[config.mk]
export PLATFORM = sky130hd
export DESIGN_NAME = rip_lsu
export DESIGN_NICKNAME = d
export VERILOG_FILES = /design/src/rtl/rip_const_pkg.sv /design/src/rtl/rip_load_ext.sv /design/src/rtl/rip_lsu.sv
export SDC_FILE = /design/constraint.sdc
export NUM_CORES = 1
export LEC_CHECK = 0
export BUFFER_PORTS_ARGS = -buffer_cell sky130_fd_sc_hd__buf_2
export CAP_MARGIN = 20
export CORE_MARGIN = 3
export CORE_UTILIZATION = 50
export DETAILED_ROUTE_END_ITERATION = 12
export PLACE_DENSITY = 0.95
export SLEW_MARGIN = 10
export SYNTH_ARGS = -nofsm -noshare
export SYNTH_HDL_FRONTEND = slang
export SYNTH_SLANG_ARGS = --single-unit
[constraint.sdc]
create_clock -name clk -period 4.7 [get_ports clk]
set_input_delay 0.47 -clock clk [delete_from_list [all_inputs] [get_ports clk]]
set_output_delay 0.47 -clock clk [all_outputs]
set_load 0.03 [all_outputs]
[src/rtl/rip_const_pkg.sv]
// ---------------------------------------------------------------------------
// rip_const -- shared constants for the RIP load/store unit.
//   B_WIDTH    : byte lane width of the attached data BRAM
//   F3_*       : RV32 load/store funct3 encodings
//   lsu_state_t: LSU handshake FSM states
//   lsu_err    : decides whether a request is misaligned or illegal
// ---------------------------------------------------------------------------
package rip_const;

  localparam int B_WIDTH = 8;

  localparam logic [2:0] F3_LB  = 3'b000;
  localparam logic [2:0] F3_LH  = 3'b001;
  localparam logic [2:0] F3_LW  = 3'b010;
  localparam logic [2:0] F3_LBU = 3'b100;
  localparam logic [2:0] F3_LHU = 3'b101;
  localparam logic [2:0] F3_SB  = 3'b000;
  localparam logic [2:0] F3_SH  = 3'b001;
  localparam logic [2:0] F3_SW  = 3'b010;

  typedef enum logic [1:0] {
    ST_IDLE = 2'd0,
    ST_BUSY = 2'd1,
    ST_HOLD = 2'd2
  } lsu_state_t;

  // Stores only know SB/SH/SW; loads reject the three unused codes.
  // Halfword accesses need addr[0]=0, word accesses need addr[1:0]=0.
  function automatic logic lsu_err(input logic we, input logic [2:0] f3,
                                   input logic [1:0] lo);
    logic e;
    e = 1'b0;
    if (we) e = (f3 >= 3'b011);
    else    e = (f3 == 3'b011) || (f3 == 3'b110) || (f3 == 3'b111);
    if ((f3 == F3_LH || f3 == F3_LHU) && lo[0]) e = 1'b1;
    if (f3 == F3_LW && lo != 2'b00) e = 1'b1;
    return e;
  endfunction

endpackage

[src/rtl/rip_load_ext.sv]
// ---------------------------------------------------------------------------
// rip_load_ext -- combinational load data extraction and extension.
//   word   : 32-bit word read from the BRAM
//   offset : byte offset within the word (addr[1:0] of the load)
//   funct3 : load type (LB/LH/LW/LBU/LHU)
//   data   : right-aligned, sign- or zero-extended load result
// ---------------------------------------------------------------------------
module rip_load_ext
  import rip_const::*;
(
  input  logic [31:0] word,
  input  logic [1:0]  offset,
  input  logic [2:0]  funct3,
  output logic [31:0] data
);

  logic [B_WIDTH-1:0]   sel_byte;
  logic [2*B_WIDTH-1:0] sel_half;

  always_comb begin
    sel_byte = '0;
    case (offset)
      2'd0: sel_byte = word[7:0];
      2'd1: sel_byte = word[15:8];
      2'd2: sel_byte = word[23:16];
      default: sel_byte = word[31:24];
    endcase
    sel_half = offset[1] ? word[31:16] : word[15:0];
  end

  // Unknown funct3 values never reach here as valid data; they yield 0.
  always_comb begin
    data = '0;
    case (funct3)
      F3_LB:  data = {{24{sel_byte[7]}}, sel_byte};
      F3_LBU: data = {24'd0, sel_byte};
      F3_LH:  data = {{16{sel_half[15]}}, sel_half};
      F3_LHU: data = {16'd0, sel_half};
      F3_LW:  data = word;
      default: data = '0;
    endcase
  end

endmodule

[src/rtl/rip_lsu.sv]
// ---------------------------------------------------------------------------
// rip_lsu -- RV32 load/store unit in front of a byte-write 32-bit BRAM.
//   clk, rstn         : clock, asynchronous active-low reset
//   req_*             : valid/ready request (we, funct3, byte addr, wdata, rd)
//   resp_*            : valid/ready response (rdata, rd tag, err)
//   mem_*             : BRAM port; mem_dout is valid the cycle after mem_en
// One response per request, in order, one cycle after accept. A stalled
// response is parked in a hold register so the BRAM output may change.
// ---------------------------------------------------------------------------
module rip_lsu
  import rip_const::*;
#(
  parameter int ADDR_WIDTH = 10
) (
  input  logic                  clk,
  input  logic                  rstn,
  input  logic                  req_valid,
  output logic                  req_ready,
  input  logic                  req_we,
  input  logic [2:0]            req_funct3,
  input  logic [31:0]           req_addr,
  input  logic [31:0]           req_wdata,
  input  logic [4:0]            req_rd,
  output logic                  resp_valid,
  input  logic                  resp_ready,
  output logic [31:0]           resp_rdata,
  output logic [4:0]            resp_rd,
  output logic                  resp_err,
  output logic                  mem_en,
  output logic [ADDR_WIDTH-1:0] mem_addr,
  output logic [3:0]            mem_we,
  output logic [31:0]           mem_din,
  input  logic [31:0]           mem_dout
);

  lsu_state_t  state;
  logic [1:0]  r_offset;
  logic [2:0]  r_funct3;
  logic        r_store;
  logic        r_err;
  logic [4:0]  r_rd;
  logic [31:0] hold_rdata;
  logic [4:0]  hold_rd;
  logic        hold_err;

  logic        accept;
  logic        req_err;
  logic [3:0]  we_mask;
  logic [31:0] ext_data;
  logic [31:0] busy_rdata;
  logic        unused_addr_bits;

  // Address bits above the BRAM depth are dropped, so accesses wrap.
  assign unused_addr_bits = ^req_addr[31:ADDR_WIDTH+2];

  // rstn gating keeps ready low throughout reset, not just after it.
  assign req_ready = rstn && ((state == ST_IDLE) ||
                              (state == ST_BUSY && resp_ready));
  assign accept    = req_valid && req_ready;
  assign req_err   = lsu_err(req_we, req_funct3, req_addr[1:0]);

  // Memory port is only active in the accept cycle of a legal request.
  always_comb begin
    we_mask = 4'b0000;
    mem_din = req_wdata;
    case (req_funct3)
      F3_SB: begin
        we_mask = 4'b0001 << req_addr[1:0];
        mem_din = {4{req_wdata[7:0]}};
      end
      F3_SH: begin
        we_mask = 4'b0011 << {req_addr[1], 1'b0};
        mem_din = {2{req_wdata[15:0]}};
      end
      default: begin
        we_mask = 4'b1111;
        mem_din = req_wdata;
      end
    endcase
  end

  assign mem_en   = accept && !req_err;
  assign mem_we   = (mem_en && req_we) ? we_mask : 4'b0000;
  assign mem_addr = req_addr[ADDR_WIDTH+1:2];

  rip_load_ext u_load_ext (
    .word   (mem_dout),
    .offset (r_offset),
    .funct3 (r_funct3),
    .data   (ext_data)
  );

  // Stores and faulted requests always answer with zero data.
  assign busy_rdata = (r_store || r_err) ? 32'd0 : ext_data;

  always_comb begin
    resp_valid = 1'b0;
    resp_rdata = '0;
    resp_rd    = '0;
    resp_err   = 1'b0;
    case (state)
      ST_BUSY: begin
        resp_valid = 1'b1;
        resp_rdata = busy_rdata;
        resp_rd    = r_rd;
        resp_err   = r_err;
      end
      ST_HOLD: begin
        resp_valid = 1'b1;
        resp_rdata = hold_rdata;
        resp_rd    = hold_rd;
        resp_err   = hold_err;
      end
      default: ;
    endcase
  end

  // Handshake FSM: captures request attributes on accept and parks the
  // formatted response when the consumer stalls in BUSY.
  always_ff @(posedge clk or negedge rstn) begin
    if (!rstn) begin
      state      <= ST_IDLE;
      r_offset   <= '0;
      r_funct3   <= '0;
      r_store    <= 1'b0;
      r_err      <= 1'b0;
      r_rd       <= '0;
      hold_rdata <= '0;
      hold_rd    <= '0;
      hold_err   <= 1'b0;
    end else begin
      if (accept) begin
        r_offset <= req_addr[1:0];
        r_funct3 <= req_funct3;
        r_store  <= req_we;
        r_err    <= req_err;
        r_rd     <= req_rd;
      end
      case (state)
        ST_IDLE: begin
          if (accept) state <= ST_BUSY;
        end
        ST_BUSY: begin
          if (resp_ready) begin
            state <= accept ? ST_BUSY : ST_IDLE;
          end else begin
            hold_rdata <= busy_rdata;
            hold_rd    <= r_rd;
            hold_err   <= r_err;
            state      <= ST_HOLD;
          end
        end
        ST_HOLD: begin
          if (resp_ready) state <= ST_IDLE;
        end
        default: state <= ST_IDLE;
      endcase
    end
  end

endmodule

==> results of run 1 <==
==> worst max-delay path, stage by stage (launching register included) <==
cell,delay [ns]
dfrtp_1,0.41
inv_1,0.08
ha_1,0.41
a21oi_1,0.16
nor2_1,0.74
nand3b_1,0.31
a21oi_1,0.21
buf_2,0.22
==> placed cells by master (no fill, tap or decap), types with 3 or more instances in the layout <==
master,count
a221oi_1,9
a21oi_1,45
mux2i_1,32
nor2_1,19
a221o_1,16
clkbuf_8,6
a211oi_1,8
a22oi_1,6
ha_1,3
nand2_1,70
o21ai_0,39
buf_2,155
nor2b_1,10
and2_1,3
buf_4,5
o22ai_1,7
inv_1,4
dfrtp_1,52
mux2_2,34
==> logic make-up (layout without fill, tap and decap cells) <==
| logic type | Yosys count | count (layout) | synth area share [%] |
|---|---|---|---|
| buffers and inverters | 60 | 174 | 8.59 |
| adder cells (fa/ha/maj) | 3 | 3 | 0.980 |
| flip-flops | 52 | 52 | 34.0 |
| multiplexers | 67 | 67 | 18.9 |
| AND/OR/NAND/NOR | 117 | 117 | 13.9 |
| AO/OA/AOI/OAI | 137 | 137 | 23.6 |
==> power breakdown <==
part | switching [uW] | leakage (uW) | internal (uW)
Clock | 148 | 0.0000445 | 120
Combinational | 764 | 0.00150 | 471
Sequential | 147 | 0.000683 | 627
==> worst paths after layout <==
path,from,end,slack [ns]
min in group clk,req_rd[1],r_rd[1],0.38
max in group asynchronous,rstn,hold_rdata[27],3.91
max reg2reg,state[1],hold_rdata[30],2.28
min,rstn,r_rd[1],0.36
max,state[1],mem_we[2],1.35
min reg2reg,hold_rdata[5],hold_rdata[5],0.49
==> sequential cells by signal, indices dropped and copies added (netlist names) <==
| register | flops |
|---|---|
| hold_err | 1 |
| hold_rd | 5 |
| hold_rdata | 32 |
| r_err | 1 |
| r_funct3 | 3 |
| r_offset | 2 |
| r_rd | 5 |
| r_store | 1 |
| state | 2 |
==> metrics by stage <==
| step | setup WS (ns) | utilization [%] |
|---|---|---|
| finish | 1.35 | 62.5 |
| CTS | 1.37 | 62.1 |
| detailed placement | 1.73 | 60.8 |
| global route | 1.02 | 62.5 |
| global placement | 1.78 | 60.8 |
| floorplan | 2.02 | - |
==> metal layers <==
layer | wire (um) | track usage (%) | vias to the layer above
li1 | - | - | 1790
met1 | 4350 | 32.2 | 1849
met2 | 5890 | 45.4 | 244
met3 | 1120 | 3.70 | 33
met4 | 317 | 10.2 | 0
met5 | 0 | 0 | -
==> cell type report <==
class	instances	share of cell area, %
Timing Repair Buffer	162	18.4
Inverter	4	0.328
Clock inverter	1	0.164
Multi-Input combinational cell	324	48.1
Clock buffer	7	1.88
Tap cell	99	2.70
Sequential cell	52	28.4
==> impl_metrics.tcl, run 1 <==
set metrics [dict create \
    outcome "finished clean" \
    place_area_um2 4460 \
    vias 3916 \
    cts_buffers 5 \
    fin_nets 661 \
    layout_min_cycle_time_ns 3.35 \
    area_growth_pct 19.6 \
    antenna_found_initial 0 \
    die-area_um2 8750 \
    cts_resized 0 \
    maxCapViolCount 0 \
    maxSlewHeadroom_pct 30.9 \
    timing.fmax_mhz 299 \
    num_io_pins 196 \
    seq_area_frac_synth_pct 34.0 \
    antenna_left 0 \
    rsz0062_at_grt "no" \
    grt_pass1_wl_um 18200 \
    drc 0 \
    avgSynthCellArea_um2 8.79 \
    worst_slew_pin_slew_ns 1.03 \
    slew_violations 0 \
    synth_common_cells "nand2_1, dfrtp_1, a21oi_1" \
    design_area_um2 4580 \
    num-fill-cells 604 \
    routed_wirelength_um 11700 \
    cts_num_sinks 52 \
    synth_edf_count 0 \
    ys_seq_elements 52 \
    critPathLaunchType "flop" \
    required_ns 4.23 \
    wire_per_inst_um 18.0 \
    timing.hold.ws_ns 0.356 \
    post-cts-setup-buffer-count 0 \
    synthTopCellsByArea "dfrtp_1, mux2_2, mux2i_1" \
    crit_path_max_fanout 12 \
    p_leak_uw 0.00223 \
    seq_area_um2 1300 \
    yosysMostFrequentCell "nand2_1" \
    fin_cells 649 \
    clock-root-buffer "clkbuf_8" \
    start_util_pct 52.3 \
    synthFlopType "dfrtp_1" \
    cts_hold_buf 0 \
    die_x_um 93.6 \
    p_per_area_nw_per_um2 497 \
    p_total_uw 2280 \
    worstSetupPathType "flop to output port" \
    hpwlAfterDp_um 8560 \
    clk_path_buf_depth 2 \
    period_share_pct 71.2 \
    worst_ir_drop_vdd_v 0.000296 \
    gp_congestion 0.865 \
    grt_remaining_overflow 0 \
    syn_nets 548 \
    setup_viol 0 \
    core_um2 7330 \
    grt_usage_pct 26.0 \
    syn_inst 436 \
    drive_gt1_share_pct 38.5 \
    synthesis.area_um2 3830 \
    drtIter0Drc 294 \
    via_per_inst 6.03 \
    portBuffers 155 \
    dieHeight_um 93.6 \
    finalHoldViolations 0 \
    multi_input_area_um2 2200 \
    drt_pre_antenna_iters 5 \
    grt_pass1_vias 3812 \
    clk_pin_slew_ns 0.09 \
    synth.distinct_cells 42 \
    netlist.area_leader.share_pct 34.0 \
    hold_path.class "primary input to async pin" \
    ys_async_sr_fraction_pct 100 \
    antennaDiodeCount 0 \
    worstSkewPairLatency_ns 0.31 \
    yosys_warnings 0 \
    critPathArrivalTime_ns 2.88 \
    clock_skew_ns 0.00619 \
    ff2ff_path_depth 6 \
    dp_cells 639 \
    cts_tree "yes" \
    rows 31 \
    h-tree-depth 2 \
    tns_ns 0 \
    grt_max_degree 54 \
    cp-end-kind "output port" \
    yosysTopAreaCell "dfrtp_1" \
]
(Power assumes the default switching activity.)
==> run 2, diff against run 1 <==
- ABC_AREA: unset -> 1
- CORE_UTILIZATION: 50 -> 48
- PLACE_DENSITY: 0.95 -> 0.93
- clock period: 4.7 -> 3.2 ns (I/O delays scaled with it)
==> run 2 against run 1 <==
  * Global-route usage grew 0.37 points
  * Sequential power grew 49%
  * Register-to-register slack lost 1.2 ns
  * First-iteration DRC count grew 52%
  * Die area grew 18%
  * Cell area grew 12%
  * Sequential share of layout area shrank 3.1 points
  * Area after synthesis grew 14%
  * Critical path type unchanged
==> impl_metrics.tcl, run 2 <==
set metrics [dict create \
    place_area_um2 5040 \
    endpoint "resp_rdata[20]" \
    start_util_pct 49.9 \
    synthesis.area_um2 4370 \
    netlist.area_leader.share_pct 29.8 \
    layout_min_cycle_time_ns 2.76 \
    dieHeight_um 101 \
    synthTopCellsByArea "dfrtp_1, nand2_1, nand3_1" \
    rsz0062_at_grt "no" \
    core_um2 8760 \
    cp-end-kind "output port" \
    use_met1_pct 32.0 \
    grt_remaining_overflow 0 \
    wire_per_inst_um 14.2 \
    timing.fmax_mhz 363 \
    critPathLaunchType "flop" \
    drc 0 \
    pre_cts_slack_ns 0.812 \
    num-fill-cells 858 \
    clk_path_buf_depth 2 \
    grt_util_met3_pct 4.41 \
    ys_seq_elements 52 \
    slew_violations 0 \
    largest_register "hold_rdata" \
    cpMaxStageDelayCell "dfrtp_1" \
    crit_start "r_funct3[1]" \
    period_share_pct 86.2 \
    grt_usage_pct 26.3 \
    hold_path.class "primary input to flop" \
    grt_max_degree 53 \
    path_delay_family "simple AND/OR/NAND/NOR gates" \
    cts_buffers 5 \
    maxSlewHeadroom_pct 55.3 \
    fin_cells 953 \
    cts_resized 0 \
    r2r_setup_slack_ns 1.07 \
    r2r_start "state[1]" \
    design_area_um2 5130 \
    die-area_um2 10300 \
    outcome "finished clean" \
    clock_skew_ns 0.0104 \
    fin_nets 956 \
    area_growth_pct 17.4 \
    synth.distinct_cells 25 \
    synth_edf_count 0 \
    clock-root-buffer "clkbuf_8" \
    cp_slowest_stage_delay_ns 0.60 \
    antenna_left 0 \
    met2_usage_pct 46.2 \
    worstSkewPairLatency_ns 0.32 \
    r2r-end "hold_rdata[20]" \
    seq_area_frac_synth_pct 29.8 \
    cts_tree "yes" \
    avgSynthCellArea_um2 5.96 \
    via_per_inst 5.32 \
    yosysMostFrequentCell "nand2_1" \
    setup_viol 0 \
    p_total_uw 4070 \
    hpwlAfterDp_um 10300 \
    tns_ns 0 \
    grt_pass1_wl_um 21600 \
    synth_common_cells "nand2_1, nand3_1, inv_1" \
    final_common_cell "nand2_1" \
    syn_inst 733 \
    routed_wirelength_um 13600 \
    required_ns 2.88 \
    synthFlopType "dfrtp_1" \
    worst_slew_pin_slew_ns 0.671 \
    crit_buf_inv 1 \
    critPathArrivalTime_ns 2.44 \
    clk_pin_slew_ns 0.11 \
    largest_reg_flops 32 \
    drtIter0Drc 446 \
    drive_gt1_share_pct 25.1 \
    syn_nets 845 \
    antennaDiodeCount 0 \
    post-cts-setup-buffer-count 0 \
    reg_top3 "hold_rdata: 32 flops, hold_rd: 5 flops, r_rd: 5 flops" \
    grt_pass1_vias 4573 \
    h-tree-depth 2 \
    worst_ir_drop_vdd_v 0.000528 \
    p_per_area_nw_per_um2 792 \
    gp_congestion 0.902 \
    grt.busiest_layer "met2" \
    p_leak_uw 0.00301 \
    finalHoldViolations 0 \
    worstSetupPathType "flop to output port" \
    num_io_pins 196 \
    cts_hold_buf 0 \
    portBuffers 155 \
    crit_path_max_fanout 17 \
    antenna_found_initial 0 \
    yosysTopAreaCell "dfrtp_1" \
    vias 5066 \
    layout_common_cells "nand2_1, buf_2, nand3_1" \
    yosys_warnings 0 \
    ys_async_sr_fraction_pct 100 \
    die_x_um 101 \
    maxCapViolCount 0 \
    rows 34 \
    ff2ff_path_depth 7 \
    setup_slack_ns 0.443 \
    cp.depth 8 \
    drt_pre_antenna_iters 5 \
    dp_cells 945 \
    critical_path.cell_chain "nor2_4 -> nand2_4 -> nor2_8 -> nor2_1 -> nand2_1 -> nand3_1 -> a21oi_1 -> buf_2" \
    cts_num_sinks 52 \
]
## run 2: cell types whose count changed after synthesis, moves of 9 or more
cell,change
nor2b_1,-10
nand2_1,+229
nor2_1,+21
mux2i_1,-32
a221oi_1,-9
nand2_2,+11
nor2_2,+13
inv_1,+54
o21ai_0,-17
mux2_2,-34
nand3_1,+103
a221o_1,-16
## run 2: cell families after synthesis
| family | Yosys count | share of synthesized area [%] |
|---|---|---|
| AND/OR/NAND/NOR | 479 | 47.1 |
| buffers and inverters | 125 | 13.4 |
| AO/OA/AOI/OAI | 74 | 8.93 |
| flip-flops | 52 | 29.8 |
| adder cells (fa/ha/maj) | 3 | 0.859 |
## run 2: layout make-up
| class | count | area [um^2] | area share [%] |
|---|---|---|---|
| flip-flops and latches | 52 | 1300 | 25.3 |
| multi-input cells | 556 | 2490 | 48.6 |
| inverters | 63 | 236 | 4.61 |
| repair buffers | 166 | 871 | 17.0 |
| clock buffers | 5 | 68.8 | 1.34 |
| clock inverters | 3 | 27.5 | 0.536 |
| well taps | 108 | 135 | 2.63 |
## run 2: worst min path at each step
| stage | startpoint | end | depth (start not counted) |
|---|---|---|---|
| 2_1_floorplan | rstn | hold_err | 0 |
| 3_5_place_dp | hold_rd[1] | hold_rd[1] | 2 |
| 5_1_grt | req_rd[2] | r_rd[2] | 3 |
| 3_3_place_gp | hold_rd[0] | hold_rd[0] | 2 |
| 4_1_cts | req_rd[2] | r_rd[2] | 3 |
| 6_report | req_rd[0] | r_rd[0] | 3 |
## run 2: where the power goes
group | internal, uW | switching [uW] | total (uW)
Sequential | 919 | 230 | 1150
Clock | 161 | 239 | 400
Combinational | 720 | 1800 | 2520
## run 2: worst register-to-register path: stages (launching register included)
cell and delay (ns):
dfrtp_1 0.39, inv_1 0.10, ha_1 0.18, buf_4 0.39, nand2_1 0.15, inv_2 0.51, nand3_1 0.22, nand2_1 0.11
## run 2: metal layers
metal | share of wire (%) | vias to the layer above
met3 | 8.2 | 41
li1 | - | 2508
met2 | 51 | 248
met4 | 3.8 | 0
met5 | 0 | -
met1 | 38 | 2269
## run 2: per-stage QoR
stage / hold WS [ns] / utilization [%]
2_1_floorplan: 0.0244 / -
3_3_place_gp: 0.462 / 57.5
3_5_place_dp: 0.465 / 57.5
4_1_cts: 0.191 / 58.6
5_1_grt: 0.177 / 58.6
6_report: 0.190 / 58.6
==> run 3, diff against run 2 <==
- CORE_UTILIZATION: 48 -> 49
- CTS_BUF_LIST: unset -> sky130_fd_sc_hd__clkbuf_2
- PLACE_DENSITY: 0.93 -> 0.95
==> run 3 against run 2 <==
  * Count of clock-buffer cells in the layout is the same
  * Critical endpoint is now resp_rdata[26]
  * Critical path depth is the same
  * Largest cell class unchanged
  * Highest routed layer unchanged
  * Largest power group unchanged
  * Register-to-register slack lost 0.25 ns
==> impl_metrics.tcl, run 3 (synthesized netlist as in run 2, its figures left out) <==
set metrics [dict create \
    outcome "finished clean" \
    maxCapViolCount 0 \
    wire_per_inst_um 14.0 \
    p_leak_uw 0.00300 \
    cpMaxStageDelayCell "dfrtp_1" \
    timing.fmax_mhz 364 \
    drc 0 \
    maxSlewHeadroom_pct 48.2 \
    vias 5063 \
    worst_ir_drop_vdd_v 0.000538 \
    die-area_um2 10100 \
    drtIter0Drc 395 \
    routed_wirelength_um 13300 \
    core_um2 8420 \
    final_core_util_pct 60.5 \
    reg_top3 "hold_rdata: 32 flops, hold_rd: 5 flops, r_rd: 5 flops" \
    area_growth_pct 16.5 \
    hpwlAfterDp_um 10000 \
    gp_congestion 0.888 \
    critPathLaunchType "flop" \
    rows 33 \
    grt_remaining_overflow 0 \
    die_x_um 100 \
    setup_viol 0 \
    switching_share_pct 56.7 \
    required_ns 2.88 \
    clock_skew_ns 0.0199 \
    slew_violations 0 \
    num_io_pins 196 \
    rsz0062_at_grt "no" \
    final_common_cell "nand2_1" \
    p_per_area_nw_per_um2 773 \
    p_total_uw 3940 \
    drive_gt1_share_pct 25.1 \
    antenna_found_initial 1 \
    setup_slack_ns 0.454 \
    finalHoldViolations 0 \
    grt_pass1_vias 4725 \
    start_util_pct 51.9 \
    hold_path.class "primary input to async pin" \
    pwr-share-seq_pct 28.2 \
    cp_slowest_stage_delay_ns 0.50 \
    grt_pass1_wl_um 21700 \
    tns_ns 0 \
    h-tree-depth 2 \
    timing.hold.ws_ns 0.0541 \
    layout_common_cells "nand2_1, buf_2, nand3_1" \
    pre_cts_slack_ns 0.901 \
    critPathArrivalTime_ns 2.43 \
    critical_path.most_common_cell "nand2_2" \
    cts_num_sinks 52 \
    crit_path_max_fanout 17 \
    post-cts-setup-buffer-count 0 \
    p_clk_share_pct 6.5 \
    drt_pre_antenna_iters 5 \
    critical_path.cell_chain "nor2_4 -> nand2_2 -> nor2_1 -> nor2_2 -> nand2_2 -> nand3_1 -> a21oi_1 -> buf_2" \
    largest_register "hold_rdata" \
    power.switching_uw 2230 \
    cp-end-kind "output port" \
    largest_reg_flops 32 \
    clk_pin_slew_ns 0.26 \
    layout_min_cycle_time_ns 2.75 \
    worst_slew_pin_slew_ns 0.776 \
    fin_nets 958 \
    worstSkewPairLatency_ns 0.41 \
    cts_hold_buf 0 \
    grt_usage_pct 26.3 \
    cts_tree "yes" \
    via_per_inst 5.31 \
    cts_buffers 5 \
    antenna_left 0 \
    worstSetupPathType "flop to output port" \
    clk_path_buf_depth 2 \
    grt_max_degree 53 \
    period_share_pct 85.8 \
    p_int_uw 1700 \
    clock-root-buffer "clkbuf_2" \
    cts_resized 0 \
    portBuffers 155 \
    pwr-share-comb_pct 65.3 \
    dieHeight_um 100 \
]
## run 3: changes by cell type in the layout (fill, tap and decap cells not counted)
cell | before | now
buf_4 | 10 | 12
clkbuf_2 | 0 | 5
clkbuf_8 | 5 | 0
clkinv_1 | 0 | 1
clkinv_4 | 1 | 0
clkinvlp_4 | 1 | 2
diode_2 | 0 | 1
inv_8 | 1 | 0
## run 3: layout make-up
type	instances	area (um^2)
fill	818	3330
multi-input combinational	556	2490
sequential	52	1300
timing repair buffer	168	886
inverter	63	236
tap	105	131
clock buffer	5	25.0
clock inverter	3	18.8
antenna	1	2.50
## run 3: path summary, 6_finish.rpt
kind | start | endpoint | slack, ns | depth (start not counted)
worst max-delay path | r_funct3[0] | resp_rdata[26] | 0.45 | 8
worst min-delay path | rstn | hold_rdata[30] | 0.05 | 2
worst max register to register | state[1] | hold_rdata[11] | 0.82 | 8
worst min register to register | hold_rdata[23] | hold_rdata[23] | 0.51 | 2
max in group asynchronous | rstn | r_funct3[2] | 2.71 | 2
min in group clk | req_rd[2] | r_rd[2] | 0.07 | 3
## run 3: critical path, delay by kind of cell (launching register included)
family | cells | cell delay (ns)
AO/OA/AOI/OAI | 1 | 0.22
buffers and inverters | 1 | 0.25
flip-flops | 1 | 0.50
AND/OR/NAND/NOR | 6 | 1.06
## run 3: metrics by stage
| step | area, um^2 | cells |
|---|---|---|
| 5_1_grt | 5090 | 953 |
| 3_5_place_dp | 5050 | 944 |
| 4_1_cts | 5090 | 952 |
| 2_1_floorplan | 4370 | 733 |
| 6_report | 5090 | 953 |
| 3_3_place_gp | 5050 | 944 |
## run 3: layer usage
metal  global-route usage [%]  part of all wire (%)  vias up  wire (um)
li1                         -                     -     2508          -
met1                     32.5                    39     2267       5150
met2                     45.9                    49      252       6550
met3                     4.71                   8.6       36       1140
met4                     9.64                   3.5        0        466
met5                        0                     0        -          0
## run 3: power by group through the flow
stage                     clock (uW)  sequential (uW)  combinational [uW]
final                            255             1110                2570
after CTS                        256             1110                2540
after detailed placement           0             1120                2530
after global placement             0             1110                2480
after global routing             283             1140                2870
after floorplan                    0             1060                2000
